$ cat src/rtl/uart_rx_if.sv
// ---------------------------------------------------------------------------
// uart_rx_if -- bundle of the UART receiver's line, frame configuration and
// result signals.
//   RX_IN      serial line, idle high (driven by master)
//   Prescale   oversampling ratio 8/16/32 (driven by master)
//   PAR_EN     frame carries a parity bit (driven by master)
//   PAR_TYP    0 = even, 1 = odd parity (driven by master)
//   P_DATA     last good data word (driven by slave)
//   data_valid one-cycle pulse, good frame in P_DATA (driven by slave)
//   par_err    one-cycle pulse, parity mismatch (driven by slave)
//   stp_err    one-cycle pulse, stop bit sampled 0 (driven by slave)
// ---------------------------------------------------------------------------
interface uart_rx_if #(
    parameter int OP_WIDTH = 8
);
    logic                RX_IN;
    logic [5:0]          Prescale;
    logic                PAR_EN;
    logic                PAR_TYP;
    logic [OP_WIDTH-1:0] P_DATA;
    logic                data_valid;
    logic                par_err;
    logic                stp_err;

    modport master (
        output RX_IN, Prescale, PAR_EN, PAR_TYP,
        input  P_DATA, data_valid, par_err, stp_err
    );

    modport slave (
        input  RX_IN, Prescale, PAR_EN, PAR_TYP,
        output P_DATA, data_valid, par_err, stp_err
    );
endinterface

$ cat src/rtl/uart_rx.sv
// ---------------------------------------------------------------------------
// uart_rx -- oversampling UART receiver (start, OP_WIDTH data bits LSB first,
// optional parity, one stop bit).
//   CLK   oversampling clock, all state on rising edge
//   RST   asynchronous active-low reset
//   bus   uart_rx_if.slave: RX_IN/Prescale/PAR_EN/PAR_TYP in,
//         P_DATA/data_valid/par_err/stp_err out
// Optional feature: define UART_RX_MAJORITY_EN to decide each bit by a 2-of-3
// vote of the samples at Prescale/2-1, Prescale/2, Prescale/2+1 (decision at
// Prescale/2+1). Without it the bit is the single sample at Prescale/2.
// ---------------------------------------------------------------------------
module uart_rx #(
    parameter int OP_WIDTH = 8
) (
    input  logic     CLK,
    input  logic     RST,
    uart_rx_if.slave bus
);
    localparam int BW = (OP_WIDTH > 1) ? $clog2(OP_WIDTH) : 1;

    typedef enum logic [2:0] {IDLE, START, DATA, PARITY, STOP} state_t;

    state_t              state, state_nxt;
    logic                sync1, rx_s;
    logic [5:0]          cnt, cnt_nxt;
    logic [BW-1:0]       bit_cnt, bit_cnt_nxt;
    logic [5:0]          pre;
    logic                pen, ptyp;
    logic [OP_WIDTH-1:0] shift, p_data;
    logic                par_bad;
    logic                dv_r, pe_r, se_r;

    // Comb-to-datapath controls
    logic                latch_cfg, shift_en, par_chk;
    logic                dv_nxt, pe_nxt, se_nxt;

    logic [5:0]          half;
    logic                end_tick, dec_tick, bit_val;
    logic [5:0]          cnt_adv;

    assign half     = pre >> 1;
    // Wrap at Prescale-1; an illegal Prescale of 0 wraps at 63, so every bit
    // period stays bounded and the FSM always comes back to IDLE.
    assign end_tick = (cnt == pre - 6'd1);
    assign cnt_adv  = end_tick ? 6'd0 : cnt + 6'd1;

`ifdef UART_RX_MAJORITY_EN
    logic samp_a, samp_b;
    assign dec_tick = (cnt == half + 6'd1);
    assign bit_val  = (samp_a & samp_b) | (samp_a & rx_s) | (samp_b & rx_s);

    always_ff @(posedge CLK or negedge RST) begin
        if (!RST) begin
            samp_a <= 1'b1;
            samp_b <= 1'b1;
        end else begin
            if (cnt == half - 6'd1) samp_a <= rx_s;
            if (cnt == half)        samp_b <= rx_s;
        end
    end
`else
    assign dec_tick = (cnt == half);
    assign bit_val  = rx_s;
`endif

    // 2-flop synchronizer, reset to the idle level
    always_ff @(posedge CLK or negedge RST) begin
        if (!RST) begin
            sync1 <= 1'b1;
            rx_s  <= 1'b1;
        end else begin
            sync1 <= bus.RX_IN;
            rx_s  <= sync1;
        end
    end

    always_ff @(posedge CLK or negedge RST) begin
        if (!RST) begin
            state   <= IDLE;
            cnt     <= '0;
            bit_cnt <= '0;
        end else begin
            state   <= state_nxt;
            cnt     <= cnt_nxt;
            bit_cnt <= bit_cnt_nxt;
        end
    end

    always_comb begin
        state_nxt   = state;
        cnt_nxt     = cnt_adv;
        bit_cnt_nxt = bit_cnt;
        latch_cfg   = 1'b0;
        shift_en    = 1'b0;
        par_chk     = 1'b0;
        dv_nxt      = 1'b0;
        pe_nxt      = 1'b0;
        se_nxt      = 1'b0;
        case (state)
            IDLE: begin
                cnt_nxt     = '0;
                bit_cnt_nxt = '0;
                if (!rx_s) begin
                    state_nxt = START;
                    latch_cfg = 1'b1;
                    // The detecting cycle is edge 0 of the start bit, so the
                    // cleared count has already advanced once on entry.
                    cnt_nxt   = (bus.Prescale == 6'd1) ? 6'd0 : 6'd1;
                end
            end
            START: begin
                if (dec_tick && bit_val) begin
                    state_nxt = IDLE;          // glitch, not a start bit
                    cnt_nxt   = '0;
                end else if (end_tick) begin
                    state_nxt   = DATA;
                    bit_cnt_nxt = '0;
                end
            end
            DATA: begin
                if (dec_tick) shift_en = 1'b1;
                if (end_tick) begin
                    if (bit_cnt == BW'(OP_WIDTH - 1)) begin
                        state_nxt   = pen ? PARITY : STOP;
                        bit_cnt_nxt = '0;
                    end else begin
                        bit_cnt_nxt = bit_cnt + 1'b1;
                    end
                end
            end
            PARITY: begin
                if (dec_tick) par_chk = 1'b1;
                if (end_tick) state_nxt = STOP;
            end
            STOP: begin
                // end_tick exit only matters for illegal Prescale values
                // where the decision point lies beyond the wrap.
                if (dec_tick || end_tick) begin
                    state_nxt = IDLE;
                    cnt_nxt   = '0;
                    dv_nxt    = bit_val & ~par_bad;
                    pe_nxt    = par_bad;
                    se_nxt    = ~bit_val;
                end
            end
            default: begin
                state_nxt = IDLE;
                cnt_nxt   = '0;
            end
        endcase
    end

    always_ff @(posedge CLK or negedge RST) begin
        if (!RST) begin
            pre     <= '0;
            pen     <= 1'b0;
            ptyp    <= 1'b0;
            shift   <= '0;
            par_bad <= 1'b0;
            p_data  <= '0;
            dv_r    <= 1'b0;
            pe_r    <= 1'b0;
            se_r    <= 1'b0;
        end else begin
            if (latch_cfg) begin
                pre     <= bus.Prescale;
                pen     <= bus.PAR_EN;
                ptyp    <= bus.PAR_TYP;
                par_bad <= 1'b0;
            end
            if (shift_en) shift   <= {bit_val, shift[OP_WIDTH-1:1]};
            if (par_chk)  par_bad <= bit_val ^ (^shift) ^ ptyp;
            if (dv_nxt)   p_data  <= shift;
            dv_r <= dv_nxt;
            pe_r <= pe_nxt;
            se_r <= se_nxt;
        end
    end

    assign bus.P_DATA     = p_data;
    assign bus.data_valid = dv_r;
    assign bus.par_err    = pe_r;
    assign bus.stp_err    = se_r;
endmodule
$ cat src/flat_wrapper.sv
// flat-port wrapper written by rule: the top's interface ports become plain ports
module uart_rx_flat 
#(
    parameter int OP_WIDTH = 8
)
  (CLK, RST, bus_RX_IN, bus_Prescale, bus_PAR_EN, bus_PAR_TYP, bus_P_DATA, bus_data_valid, bus_par_err, bus_stp_err);
  uart_rx_if #(.OP_WIDTH(OP_WIDTH)) bus_i ();
  input  logic CLK;
  input  logic RST;
  input wire logic [$bits(bus_i.RX_IN)-1:0] bus_RX_IN;
  input wire logic [$bits(bus_i.Prescale)-1:0] bus_Prescale;
  input wire logic [$bits(bus_i.PAR_EN)-1:0] bus_PAR_EN;
  input wire logic [$bits(bus_i.PAR_TYP)-1:0] bus_PAR_TYP;
  output wire logic [$bits(bus_i.P_DATA)-1:0] bus_P_DATA;
  output wire logic [$bits(bus_i.data_valid)-1:0] bus_data_valid;
  output wire logic [$bits(bus_i.par_err)-1:0] bus_par_err;
  output wire logic [$bits(bus_i.stp_err)-1:0] bus_stp_err;
  assign bus_i.RX_IN = bus_RX_IN;
  assign bus_i.Prescale = bus_Prescale;
  assign bus_i.PAR_EN = bus_PAR_EN;
  assign bus_i.PAR_TYP = bus_PAR_TYP;
  assign bus_P_DATA = bus_i.P_DATA;
  assign bus_data_valid = bus_i.data_valid;
  assign bus_par_err = bus_i.par_err;
  assign bus_stp_err = bus_i.stp_err;
  uart_rx #(.OP_WIDTH(OP_WIDTH)) u_core (.CLK(CLK), .RST(RST), .bus(bus_i));
endmodule
$ cat config.mk
export PLATFORM = sky130hd
export DESIGN_NAME = uart_rx_flat
export DESIGN_NICKNAME = d
export VERILOG_FILES = /design/src/rtl/uart_rx_if.sv /design/src/rtl/uart_rx.sv /design/src/flat_wrapper.sv
export SDC_FILE = /design/constraint.sdc
export NUM_CORES = 1
export LEC_CHECK = 0
export BUFFER_PORTS_ARGS = -buffer_cell sky130_fd_sc_hd__buf_2
export CELL_PAD_IN_SITES_DETAIL_PLACEMENT = 1
export CELL_PAD_IN_SITES_GLOBAL_PLACEMENT = 2
export CORE_UTILIZATION = 42
export DETAILED_ROUTE_END_ITERATION = 10
export PLACE_DENSITY_LB_ADDON = 0.2
export SLEW_MARGIN = 20
export SYNTH_ARGS = -nofsm -noshare
export SYNTH_HDL_FRONTEND = slang
export SYNTH_SLANG_ARGS = --single-unit
$ cat constraint.sdc
create_clock -name CLK -period 5.2 [get_ports CLK]
set_input_delay 0.52 -clock CLK [delete_from_list [all_inputs] [get_ports CLK]]
set_output_delay 0.52 -clock CLK [all_outputs]
set_load 0.01 [all_outputs]
==> out/metrics.csv <==
metric;value;unit
status;completed;
number of synthesized flops with an enable pin;0;
Post-layout nets;222;
worst setup margin;2.698;ns
area of the multi-input gates;1030;µm²
fraction of registers with async set/reset;100.0;%
synthesized cell area;2153;µm²
drt pass-1 iters;4;
slowest CP cell;or4_4;
Post-Route WL;4425;µm
largest fanout on the critical path;4;
vias in the first global route;1566;
Leak;1.113;nW
CTS tree;built;
Critical R2R Capture;u_core.bit_cnt[0]$_DFFE_PN0P_;
Worst Max-Slew Pin Slew;0.9169;ns
max cap viols;0;
initial antenna violation count;0;
Root Buffer;clkbuf_8;
crit end category;flip-flop;
Startpoint Class;flip-flop;
number of setup buffers added after CTS;0;
CP required;5.37;ns
final slew viol count;0;
first-pass GRT wire length;7521;µm
Via Count;1418;
Avg Vias per Cell;5.156;
final hold vios;0;
Syn. warnings;0;
Diodes inserted;0;
IO Pins;22;
Iteration-0 DRC Markers;48;
# resized after CTS;0;
Reg clk slew, reported paths;0.08;ns
final setup TNS;0;ns
largest net degree at the start of global routing;43;
CP Cell Sequence;inv_1, ha_1, nand4bb_1, a211oi_2, nand4b_2, or4_4, nand2_1, mux2_2;
DP Worst Slack;2.712;ns
Seq cells post-synth;42;
power density over cell area;529.5;nW/µm²
number of buffers created by CTS;5;
clk sinks;42;
crit path to;u_core.bit_cnt[0]$_DFFE_PN0P_;
fmax;0.3997;GHz
clk buf depth;2;
slowest stage delay, CP;0.53;ns
Worst R2R Path Depth;8;
worst reg2reg setup slack;2.70;ns
GRT overflow;0;
Tot Pwr;0.001281;W
Synthesized Nets;200;
Yosys top cell by area;dfrtp_1;
headroom to the max-slew limit;38.87;%
top cells by area, synth;dfrtp_1 (46%), mux2_2 (11%), xnor2_1 (7.7%);
Register Area;1054;µm²
Total GRT Usage;18.79;%
Final setup viols;0;
htree depth;2;
final antenna-violating net count;0;
Clock Skew;0.003660;ns
syn_area_per_cell;11.64;µm²
Die Span Y;73.60;µm
Seq/Total Area, Yosys;48.93;%
row count;25;
layout cells sized above 1;30.77;%
Final Wtd Congestion;0.7541;
Clk Latency, worst-skew pair;0.29;ns
Die W;73.60;µm
Final Cycle Share;48.11;%
Yosys cell types;45;
Placeable Area;4817;µm²
Buffers on Ports;21;
initial core utilization;44.70;%
fin crit period;2.502;ns
CP startpoint;u_core.pre[0]$_DFFE_PN0P_;
Fin Hold WS;0.3308;ns
routed wire length per instance;16.09;µm
Mapped Cells;185;
Filler cells;546;
Post-synth top flop;dfrtp_1;
RSZ-0062 raised after global routing;no;
die area;5417;µm²
crit path DAT;2.68;ns
WS Path Type;flip-flop to flip-flop;
commonest cells after routing, fill and taps aside;dfrtp_1 (40), mux2_2 (21), buf_2 (21);
Worst R2R Start;u_core.pre[0]$_DFFE_PN0P_;
hold wc startpoint;bus_RX_IN;
area grow syn2layout;12.38;%
DR DRC count;0;
Yosys top cell area share;46.48;%
hold depth;1;
Worst VDD drop;0.2653;mV
Detail Placement HPWL;3282;µm
Hold Buf Count CTS;0;
min-delay worst type;primary input to flip-flop;
most common cell after layout, fill and taps aside;dfrtp_1;
==> where the power goes <==
| part | total (W) | switching, W | internal [W] |
|---|---|---|---|
| registers | 0.000551 | 0.000139 | 0.000412 |
| logic | 0.000477 | 0.000234 | 0.000243 |
| clock network | 0.000253 | 0.000110 | 0.000143 |
==> kinds of logic (layout without fill, tap and decap cells) <==
group                      count (synthesis)  in the layout  synth area share [%]
DFF                                       42             42                 48.93
and+or+nand+nor                           49             49                 13.19
xor gates and xnor gates                  25             25                 10.17
adders and majority gates                  4              4                 2.324
buffers and inverters                     15             38                 3.544
muxes                                     23             23                 11.97
AOI/OAI and AO/OA                         27             27                 9.878
==> how the worst min path moves through the flow <==
| stage | end | slack, ns |
|---|---|---|
| 2_1_floorplan | u_core.bit_cnt[0]$_DFFE_PN0P_ | 0.22 |
| 3_3_place_gp | u_core.bit_val$_DFF_PN1_ | 0.35 |
| 3_5_place_dp | u_core.bit_val$_DFF_PN1_ | 0.35 |
| 4_1_cts | u_core.sync1$_DFF_PN1_ | 0.32 |
| 5_1_grt | u_core.sync1$_DFF_PN1_ | 0.31 |
| 6_report | u_core.sync1$_DFF_PN1_ | 0.33 |
==> flip-flops by register name, indices dropped and copies added (netlist names) <==
signal / cells
u_core.cnt: 6
u_core.bus.P_DATA: 8
u_core.bus.stp_err: 1
u_core.sync1: 1
u_core.pen: 1
u_core.bus.data_valid: 1
u_core.pre: 6
u_core.bus.par_err: 1
u_core.state: 3
u_core.par_bad: 1
u_core.shift: 8
u_core.bit_val: 1
u_core.ptyp: 1
u_core.bit_cnt: 3
==> per-layer routing <==
metal | part of all wire, % | global-route usage [%]
met3 | 2.0 | 4.252
met1 | 45 | 23.37
met5 | 0 | 0
met4 | 0.79 | 6.838
met2 | 52 | 31.91
==> cell type report <==
cell class | count | area share, %
flip-flops and latches | 42 | 43.54
multi-input cells | 128 | 42.55
repair buffers | 22 | 4.654
well taps | 67 | 3.464
clock buffers | 6 | 2.999
clock inverters | 2 | 1.551
inverters | 8 | 1.241
==> cells in the mapped netlist, types with 2 or more instances <==
cell / number
nor2_1: 15
nor4_1: 2
ha_1: 4
nand3_1: 3
clkbuf_1: 3
nor3_1: 3
a31o_1: 2
o31ai_1: 2
dfrtp_1: 40
and3_1: 2
buf_6: 2
a21oi_1: 6
mux2_2: 21
dfstp_2: 2
xnor2_1: 19
xor2_1: 6
o21ai_0: 7
o41ai_1: 2
inv_1: 8
nand2_1: 10
a211oi_2: 2
==> metrics by stage <==
step           utilization (%)  instances  area, µm²
2_1_floorplan                -        185       2153
3_3_place_gp             47.95        267       2310
3_5_place_dp             47.95        267       2310
4_1_cts                  50.23        275       2420
5_1_grt                  50.23        275       2420
6_report                 50.23        275       2420
==> critical path: cells and delay by family (launching register included) <==
family | cells | cell delay, ns
compound gates | 1 | 0.28
fa+ha+maj | 1 | 0.24
buf+inv | 1 | 0.10
flops | 1 | 0.44
mux | 1 | 0.35
simple gates | 4 | 0.98
Note: power is estimated with default switching activity, not from simulation.
